`config.mk`:
```
export PLATFORM = sky130hd
export DESIGN_NAME = lock_controller
export DESIGN_NICKNAME = d
export VERILOG_FILES = /design/src/rtl/lock_pkg.sv /design/src/rtl/edge_detect_rise.sv /design/src/rtl/lock_controller.sv
export SDC_FILE = /design/constraint.sdc
export NUM_CORES = 1
export LEC_CHECK = 0
export CAP_MARGIN = 20
export CELL_PAD_IN_SITES_DETAIL_PLACEMENT = 2
export CELL_PAD_IN_SITES_GLOBAL_PLACEMENT = 2
export CORE_MARGIN = 5
export CORE_UTILIZATION = 38
export DETAILED_ROUTE_END_ITERATION = 8
export GPL_TIMING_DRIVEN = 0
export PLACE_DENSITY = 0.89
export SLEW_MARGIN = 40
export SYNTH_ARGS = -nofsm -noshare
export SYNTH_HDL_FRONTEND = slang
export SYNTH_HIERARCHICAL = 1
export SYNTH_SLANG_ARGS = --single-unit
```
`constraint.sdc`:
```
create_clock -name clk -period 3.8 [get_ports clk]
set_input_delay 1.14 -clock clk [delete_from_list [all_inputs] [get_ports clk]]
set_output_delay 1.14 -clock clk [all_outputs]
set_load 0.01 [all_outputs]
```
`src/rtl/lock_pkg.sv`:
```
// rtl/lock_pkg.sv - shared state encoding and defaults for the keypad lock
package lock_pkg;

    typedef enum logic [1:0] {
        ST_ENTRY   = 2'd0,
        ST_CHECK   = 2'd1,
        ST_OPEN    = 2'd2,
        ST_LOCKOUT = 2'd3
    } lock_state_t;

    localparam logic LOW  = 1'b0;
    localparam logic HIGH = 1'b1;

    localparam int              DEFAULT_CODE_LEN = 5;
    localparam logic [4:0]      DEFAULT_CODE     = 5'b01011;

endpackage

```
`src/rtl/edge_detect_rise.sv`:
```
// rtl/edge_detect_rise.sv - registered rising-edge detector for keypad strobes
module edge_detect_rise (
    input  logic clk,
    input  logic reset,
    input  logic level,
    output logic rise
);
    import lock_pkg::*;

    logic level_prev;

    always_ff @(posedge clk or negedge reset) begin
        if (!reset) begin
            level_prev <= LOW;
        end else begin
            level_prev <= level;
        end
    end

    assign rise = level & ~level_prev;

endmodule

```
`src/rtl/lock_controller.sv`:
```
// rtl/lock_controller.sv - combination lock sequencer with timed unlock and lockout
module lock_controller #(
    parameter int                  CODE_LEN       = lock_pkg::DEFAULT_CODE_LEN,
    parameter logic [CODE_LEN-1:0] CODE           = lock_pkg::DEFAULT_CODE,
    parameter int                  MAX_FAIL       = 3,
    parameter int                  OPEN_CYCLES    = 8,
    parameter int                  LOCKOUT_CYCLES = 16
) (
    input  logic                              clk,
    input  logic                              reset,
    input  logic                              update,
    input  logic                              key,
    input  logic                              relock,
    output logic                              unlock,
    output logic                              lockout,
    output logic [$clog2(CODE_LEN+1)-1:0]     digit_count,
    output logic [$clog2(MAX_FAIL+1)-1:0]     fail_count
);
    import lock_pkg::*;

    localparam int DC_W  = $clog2(CODE_LEN + 1);
    localparam int FC_W  = $clog2(MAX_FAIL + 1);
    localparam int T_MAX = (OPEN_CYCLES > LOCKOUT_CYCLES) ? OPEN_CYCLES : LOCKOUT_CYCLES;
    localparam int TW    = (T_MAX > 1) ? $clog2(T_MAX) : 1;

    lock_state_t         state;
    logic [CODE_LEN-1:0] shift;
    logic [TW-1:0]       timer;
    logic                key_edge;

    edge_detect_rise u_update_edge (
        .clk   (clk),
        .reset (reset),
        .level (update),
        .rise  (key_edge)
    );

    always_ff @(posedge clk or negedge reset) begin
        if (!reset) begin
            state       <= ST_ENTRY;
            shift       <= '0;
            digit_count <= '0;
            fail_count  <= '0;
            timer       <= '0;
            unlock      <= LOW;
            lockout     <= LOW;
        end else begin
            case (state)
                ST_ENTRY: begin
                    // relock aborts a partial entry and wins over a same-cycle key edge
                    if (relock) begin
                        shift       <= '0;
                        digit_count <= '0;
                    end else if (key_edge) begin
                        shift       <= {shift[CODE_LEN-2:0], key};
                        digit_count <= digit_count + DC_W'(1);
                        if (digit_count == DC_W'(CODE_LEN - 1)) begin
                            state <= ST_CHECK;
                        end
                    end
                end

                ST_CHECK: begin
                    shift       <= '0;
                    digit_count <= '0;
                    if (shift == CODE) begin
                        fail_count <= '0;
                        timer      <= TW'(OPEN_CYCLES - 1);
                        unlock     <= HIGH;
                        state      <= ST_OPEN;
                    end else if (fail_count == FC_W'(MAX_FAIL - 1)) begin
                        fail_count <= '0;
                        timer      <= TW'(LOCKOUT_CYCLES - 1);
                        lockout    <= HIGH;
                        state      <= ST_LOCKOUT;
                    end else begin
                        fail_count <= fail_count + FC_W'(1);
                        state      <= ST_ENTRY;
                    end
                end

                ST_OPEN: begin
                    if (relock || timer == '0) begin
                        unlock <= LOW;
                        state  <= ST_ENTRY;
                    end else begin
                        timer <= timer - TW'(1);
                    end
                end

                ST_LOCKOUT: begin
                    if (timer == '0) begin
                        lockout <= LOW;
                        state   <= ST_ENTRY;
                    end else begin
                        timer <= timer - TW'(1);
                    end
                end

                default: begin
                    unlock  <= LOW;
                    lockout <= LOW;
                    state   <= ST_ENTRY;
                end
            endcase
        end
    end

endmodule

```
==> results of run 1 <==
[routing by layer]
metal	vias to the layer above	share of wire (%)	routed length, um
met2	11	51	1367
li1	388	-	-
met4	0	1.6	43
met1	421	44	1189
met3	4	3.0	81
met5	-	0	0
[flip-flops by register name, summed over array words and instances, names as in the netlist]
name and count:
shift 5, lockout 1, state 2, timer 4
unlock 1, digit_count 3, fail_count 2, u_update_edge/level_prev 1
[stage by stage]
step	worst slack (ns)	power, mW
finish	1.324	0.3430
global route	1.227	0.3589
CTS	1.303	0.3485
detailed placement	1.201	0.2379
global placement	1.274	0.2367
floorplan	1.890	0.2225
[final timing paths]
| path | endpoint | cells after the start |
|---|---|---|
| worst max-delay path | fail_count[1] | 1 |
| worst min-delay path | shift[4]$_DFFE_PN0P_ | 1 |
| worst max register to register | timer[1]$_DFFE_PN0P_ | 5 |
| worst min register to register | shift[4]$_DFFE_PN0P_ | 1 |
| max in group asynchronous | digit_count[0]$_DFFE_PN0P_ | 1 |
| min in group asynchronous | timer[3]$_DFFE_PN0P_ | 1 |
[report_power, final]
part	switching [mW]	total, mW	internal (mW)
clock network	0.0701	0.109	0.0394
registers	0.00246	0.207	0.205
logic	0.0151	0.0262	0.0111
[cells by family after synthesis]
| kind of cell | count (synthesis) | share of synthesized area [%] |
|---|---|---|
| fa+ha+maj | 3 | 3.602 |
| simple gates | 27 | 16.21 |
| compound gates | 32 | 26.65 |
| flops | 19 | 45.62 |
| buf+inv | 13 | 5.882 |
| mux | 2 | 2.041 |
[layout make-up]
| cell class | instances | area (um2) |
|---|---|---|
| fill | 290 | 1473 |
| multi-input combinational | 64 | 505.5 |
| sequential | 19 | 475.5 |
| timing repair buffer | 11 | 105.1 |
| tap | 31 | 38.79 |
| inverter | 9 | 33.78 |
| buffer | 4 | 27.53 |
| clock buffer | 3 | 22.52 |
| clock inverter | 1 | 5.005 |
[cells in the mapped netlist (all sizes together), types with 2 or more instances]
library cell,instances
ha,3
a31o,2
a211oi,3
nand2b,3
dfrtp,19
o21ai,5
nor2,3
a22o,6
o22ai,3
a221oi,2
nor2b,3
nand3,2
inv,9
a2111oi,2
buf,3
nand2,6
==> flow_metrics.tcl, run 1 <==
set metrics [dict create \
    status "complete, no violations" \
    routed_wl_mm 2.682 \
    maxSlewViolCount 0 \
    critPathTopFamily "buffers and inverters" \
    ctsHtreeMaxLevel 1 \
    yosys_warnings 6 \
    syn_avg_cell_area_um2 10.86 \
    async_flop_share_pct 100.0 \
    worstHoldStart "shift[4]$_DFFE_PN0P_" \
    antenna_found_initial 0 \
    cp_max_fo 6 \
    dieArea_um2 3890 \
    firstDrtPassIters 4 \
    layout.cells.most_common_list "dfrtp_1, clkdlybuf4s50_1, inv_1" \
    cp.buffers_inverters 1 \
    cts_hold_buffers 0 \
    grt_first_pass_wirelength_mm 4.560 \
    fp-row-count 19 \
    startpoint_type "flop" \
    hold_class "reg -> reg" \
    track_usage_pct 14.41 \
    setup_tns_ns 0 \
    powerDensity_nw_per_um2 282.6 \
    die_w_um 62.37 \
    drive_gt1_share_pct 18.92 \
    rsz0062_at_grt "false" \
    via_count 824 \
    clockBufferDepth 2 \
    drc 0 \
    syn-num-nets 104 \
    routed_via_density 5.803 \
    yosysSeqAreaShare_pct 45.62 \
    synth_ff_type "dfrtp_1" \
    nNetsFinal 120 \
    whs_ns 0.5267 \
    cts_setup_buffers 0 \
    io_buffers 11 \
    crit_chain "clkdlybuf4s50_1" \
    use_met3_pct 3.058 \
    setup.worst_path.class "reg -> out" \
    grt-ovfl-total 0 \
    drtIter0Drc 24 \
    cp_data_arrival_time_ns 1.34 \
    worst_pin_slew_ns 0.6071 \
    chipHeight_um 62.37 \
    critPathLaunch "fail_count[1]$_DFFE_PN0P_" \
    root_buffer "clkbuf_4" \
    fin_skew_ns 0.005562 \
    first_global_vias 973 \
    wl_per_cell_um 18.89 \
    fin_util_pct 45.18 \
    r2r-start "timer[1]$_DFFE_PN0P_" \
    synth_edf_count 0 \
    fin_crit_sh_pct 65.16 \
    cts_tree "done" \
    diodes 0 \
    grtUsageMet2_pct 25.52 \
    fin_area_um2 1214 \
    dpl_cell_area_um2 1186 \
    syn_inst 96 \
    insertion_delay_ns 0.31 \
    grt_busiest_layer "met2" \
    hold_viol_final 0 \
    core_area_um2 2686 \
    cpPeakStageDelay_ns 0.57 \
    postCtsResizedCells 0 \
    syn_area_um2 1042 \
    worstSetupEndpointType "output port" \
    layout_commonest_cell "dfrtp_1" \
    rrSetupSlack_ns 2.00 \
    ant_nets 0 \
    grt_max_degree 20 \
    vdd_drop_max_mv 0.2151 \
    synth-seq-cells 19 \
    hpwl_mm 1.979 \
    cts.clk_slew.worst_paths_ns 0.12 \
    cap_violations 0 \
    slowest_stage "clkdlybuf4s50_1" \
    synth_area_leaders "dfrtp_1, a22o_1, ha_1" \
    fmax_ghz 0.4038 \
    dp.cells 138 \
    ys_types 47 \
    grt.met1_usage_pct 16.23 \
    layout.cells.non_filler 142 \
    synth_top_area_share_pct 45.62 \
    syn_to_final_growth_pct 16.45 \
    initial_core_util_pct 38.80 \
    gp_congestion 0.8129 \
    cellLeakagePower_nw 0.5259 \
    cp.required_ns 2.66 \
    io_pins 12 \
    cts_made_buffers 3 \
    finalSetupViolations 0 \
    yosysTopAreaCell "dfrtp_1" \
    slew_headroom_pct 59.44 \
    finalCriticalPeriod_ns 2.476 \
    cts.sinks 19 \
]
(Power assumes the default switching activity.)
==> run 2: changes to the inputs <==
Settings changed: CORE_UTILIZATION 38 to 32, PLACE_DENSITY 0.89 to 0.8.
Clock period 3.8 ns to 2.1 ns, I/O delays scaled along.
==> flow_metrics.tcl, run 2 (same netlist as run 1, synthesis figures left out) <==
set metrics [dict create \
    io_buffers 11 \
    initial_core_util_pct 33.86 \
    fp-row-count 20 \
    slew_headroom_pct 57.23 \
    cp.depth 1 \
    via_count 800 \
    grt_max_degree 20 \
    setup_tns_ns 0 \
    ant_nets 0 \
    dieArea_um2 4498 \
    wl_per_cell_um 16.61 \
    antenna_found_initial 0 \
    hold_viol_final 0 \
    powerDensity_nw_per_um2 498.7 \
    cellLeakagePower_nw 0.5259 \
    hold_class "in -> async" \
    reg_top3 "shift: 5 flops, timer: 4 flops, digit_count: 3 flops" \
    drtIter0Drc 21 \
    rsz0062_at_grt "false" \
    crit_chain "clkdlybuf4s50_1" \
    fin_crit_sh_pct 93.72 \
    slowest_stage "clkdlybuf4s50_1" \
    layout.cells.non_filler 155 \
    finalCriticalPeriod_ns 1.968 \
    routed_via_density 5.161 \
    routed_wl_mm 2.574 \
    vdd_drop_max_mv 0.2755 \
    status "complete, no violations" \
    hpwl_mm 1.961 \
    root_buffer "clkbuf_4" \
    ff2ff_path_depth 5 \
    grt_first_pass_wirelength_mm 4.567 \
    fillers 350 \
    worstSetupEndpointType "output port" \
    io_pins 12 \
    insertion_delay_ns 0.31 \
    setup.worst_path.class "reg -> out" \
    layout_commonest_cell "dfrtp_1" \
    maxSlewViolCount 0 \
    clockBufferDepth 2 \
    post-place-ws_ns 0.04637 \
    regArea_um2 475.5 \
    chipHeight_um 67.07 \
    grt-ovfl-total 0 \
    syn_to_final_growth_pct 18.01 \
    track_usage_pct 13.50 \
    cts.clk_slew.worst_paths_ns 0.11 \
    gp_congestion 0.7812 \
    first_global_vias 932 \
    cts_setup_buffers 0 \
    dp.cells 151 \
    cts_tree "done" \
    startpoint_type "flop" \
    ctsHtreeMaxLevel 1 \
    core_area_um2 3078 \
    fin_skew_ns 0.003414 \
    die_w_um 67.07 \
    finalWorstSetupSlack_ns 0.1318 \
    drc 0 \
    cts.sinks 19 \
    diodes 0 \
    postCtsResizedCells 0 \
    largest_reg_flops 5 \
    cap_violations 0 \
    top_register "shift" \
    cp.required_ns 1.47 \
    fmax_ghz 0.5081 \
    cts_hold_buffers 0 \
    cp.buffers_inverters 1 \
    cts_made_buffers 3 \
    cp_max_fo 6 \
    finalSetupViolations 0 \
    cpPeakStageDelay_ns 0.58 \
    layout.cells.most_common_list "dfrtp_1, clkdlybuf4s50_1, inv_1" \
    drive_gt1_share_pct 18.92 \
    multi_input_area_um2 505.5 \
    firstDrtPassIters 3 \
    cp_data_arrival_time_ns 1.34 \
    critPathTopFamily "buffers and inverters" \
    nNetsFinal 120 \
    worst_pin_slew_ns 0.6402 \
]
==> run 2: cell counts in the layout (fill, tap and decap cells not counted) <==
Identical to the previous run, type by type.
==> run 2: final cells by class <==
cell class | count | share of cell area, %
inverter | 9 | 2.747
clock inverter | 1 | 0.4069
multi-input combinational | 64 | 41.10
tap | 44 | 4.476
buffer | 4 | 2.238
sequential | 19 | 38.66
clock buffer | 3 | 1.831
timing repair buffer | 11 | 8.545
==> run 2: final timing paths <==
kind / startpoint / to / slack [ns]
worst max-delay path: fail_count[1]$_DFFE_PN0P_ / fail_count[1] / 0.13
worst min-delay path: reset / timer[2]$_DFFE_PN0P_ / 0.25
worst max register to register: timer[1]$_DFFE_PN0P_ / timer[1]$_DFFE_PN0P_ / 0.26
worst min register to register: shift[4]$_DFFE_PN0P_ / shift[4]$_DFFE_PN0P_ / 0.52
max in group asynchronous: reset / fail_count[0]$_DFFE_PN0P_ / 1.54
min in group clk: shift[4]$_DFFE_PN0P_ / shift[4]$_DFFE_PN0P_ / 0.52
==> run 2: metrics by stage <==
step	hold slack (ns)	total power, mW	utilization, %	instance area (um2)
after floorplan	0.3344	0.4026	-	1042
after global placement	0.4775	0.4285	39.23	1207
after detailed placement	0.4906	0.4297	39.07	1202
after CTS	0.2623	0.6261	39.96	1230
after global routing	0.2789	0.6489	39.96	1230
final	0.2473	0.6134	39.96	1230
==> run 2: routing by layer <==
metal,routed length (um),vias to the layer above,GRT usage [%]
li1,-,385,-
met1,1160,401,16.62
met4,35,0,3.797
met5,0,-,0
met3,60,5,2.698
met2,1317,9,23.56
==> run 2: report_power, final <==
part | internal, mW | switching, mW
Clock | 0.0712 | 0.121
Combinational | 0.0201 | 0.0257
Sequential | 0.371 | 0.00465
==> run 3: changes to the inputs <==
Settings changed: PLACE_DENSITY 0.8 to not set, PLACE_DENSITY_LB_ADDON set to 0.1.
==> flow_metrics.tcl, run 3 (same netlist as run 1, synthesis figures left out) <==
set metrics [dict create \
    status "complete, no violations" \
    fillers 341 \
    grt_first_pass_wirelength_mm 4.560 \
    grt_busiest_layer "met2" \
    rrSetupSlack_ns 0.34 \
    drtIter0Drc 42 \
    ff2ff_path_depth 5 \
    cap_violations 0 \
    grt.met1_usage_pct 18.62 \
    finalCriticalPeriod_ns 1.982 \
    cp.buffers_inverters 1 \
    syn_to_final_growth_pct 18.25 \
    wl_per_cell_um 16.79 \
    slew_headroom_pct 63.66 \
    ctsHtreeMaxLevel 1 \
    switching_share_pct 25.94 \
    dieArea_um2 4498 \
    top_register "shift" \
    first_global_vias 907 \
    layout.cells.most_common_list "dfrtp_1, clkdlybuf4s50_1, inv_1" \
    vdd_drop_max_mv 0.2537 \
    cts_setup_buffers 0 \
    drive_gt1_share_pct 18.92 \
    grt-ovfl-total 0 \
    reg_top3 "shift: 5 flops, timer: 4 flops, digit_count: 3 flops" \
    largest_reg_flops 5 \
    setup.worst_path.class "reg -> out" \
    p_int_mw 0.4635 \
    insertion_delay_ns 0.32 \
    cts.sinks 19 \
    cpPeakStageDelay_ns 0.57 \
    r2r-start "timer[1]$_DFFE_PN0P_" \
    pwr-share-seq_pct 60.0 \
    layout_commonest_cell "dfrtp_1" \
    maxSlewViolCount 0 \
    firstDrtPassIters 4 \
    hold_viol_final 0 \
    setup_tns_ns 0 \
    p_total_mw 0.6259 \
    ant_nets 0 \
    fin_skew_ns 0.01434 \
    track_usage_pct 13.56 \
    use_met3_pct 2.698 \
    cts_tree "done" \
    cp.required_ns 1.47 \
    clockBufferDepth 2 \
    nNetsFinal 120 \
    worstSetupEndpointType "output port" \
    routed_via_density 5.245 \
    core_area_um2 3078 \
    critPathTopFamily "buffers and inverters" \
    rsz0062_at_grt "false" \
    fin_crit_sh_pct 94.37 \
    worst_pin_slew_ns 0.5439 \
    r2r_end "timer[1]$_DFFE_PN0P_" \
    cts.clk_slew.worst_paths_ns 0.13 \
    cellLeakagePower_nw 0.5222 \
    powerDensity_nw_per_um2 507.8 \
    antenna_found_initial 0 \
    via_count 813 \
    initial_core_util_pct 33.86 \
    cts_hold_buffers 0 \
    io_buffers 11 \
    root_buffer "clkbuf_4" \
    slowest_stage "clkdlybuf4s50_1" \
    grt_max_degree 20 \
    routed_wl_mm 2.602 \
    startpoint_type "flop" \
    finalSetupViolations 0 \
    cts_made_buffers 3 \
    grtUsageMet2_pct 20.61 \
    postCtsResizedCells 0 \
    clkPwrFrac_pct 32.7 \
    diodes 0 \
    p_sw_mw 0.1624 \
    gp_congestion 0.7798 \
    hpwl_mm 2.005 \
    drc 0 \
    cp_max_fo 6 \
    fp-row-count 20 \
    chipHeight_um 67.07 \
    die_w_um 67.07 \
    cp_data_arrival_time_ns 1.35 \
    p_comb_share_pct 7.3 \
    fmax_ghz 0.5046 \
    io_pins 12 \
    hold_class "in -> async" \
    crit_chain "clkdlybuf4s50_1" \
]
[run 3: changes by cell type in the layout (fill, tap and decap cells not counted), sizes merged]
cell	before	now
clkinvlp	0	1
clkinv	1	0
[run 3: worst max path at each step]
| stage | from | end | cells after the start |
|---|---|---|---|
| 3_3_place_gp | relock | digit_count[0]$_DFFE_PN0P_ | 4 |
| 4_1_cts | fail_count[1]$_DFFE_PN0P_ | fail_count[1] | 1 |
| 5_1_grt | fail_count[1]$_DFFE_PN0P_ | fail_count[1] | 1 |
| 6_report | fail_count[1]$_DFFE_PN0P_ | fail_count[1] | 1 |
| 2_1_floorplan | timer[1]$_DFFE_PN0P_ | timer[1]$_DFFE_PN0P_ | 5 |
| 3_5_place_dp | relock | digit_count[0]$_DFFE_PN0P_ | 4 |
[run 3: power by group through the flow]
stage | logic (mW) | registers, mW | clock network (mW)
final | 0.0460 | 0.375 | 0.205
after global routing | 0.0523 | 0.376 | 0.229
after CTS | 0.0476 | 0.375 | 0.213
after detailed placement | 0.0474 | 0.382 | 0
after global placement | 0.0466 | 0.382 | 0
after floorplan | 0.0197 | 0.383 | 0
[run 3: area by class of cell]
cell class                      count  area [um2]  share of cell area [%]
Timing Repair Buffer               11       105.1                   8.528
Tap cell                           44       55.05                   4.467
Clock inverter                      1       7.507                  0.6091
Clock buffer                        3       22.52                   1.827
Buffer                              4       27.53                   2.234
Multi-Input combinational cell     64       505.5                   41.02
Inverter                            9       33.78                   2.741
Sequential cell                    19       475.5                   38.58
[run 3: per-stage QoR]
step	hold slack (ns)	instances	cell area (um2)	util [%]	setup WS [ns]
2_1_floorplan	0.3344	96	1042	-	0.6149
3_3_place_gp	0.4804	151	1207	39.23	0.05875
3_5_place_dp	0.5101	151	1202	39.07	0.03535
4_1_cts	0.2393	155	1232	40.04	0.1036
5_1_grt	0.2465	155	1232	40.04	0.05212
6_report	0.2303	155	1232	40.04	0.1182
[run 3: routing by layer]
layer / vias up / wire length [um]
met3: 5 / 59
met1: 406 / 1333
met5: - / 0
met4: 0 / 44
li1: 392 / -
met2: 10 / 1165
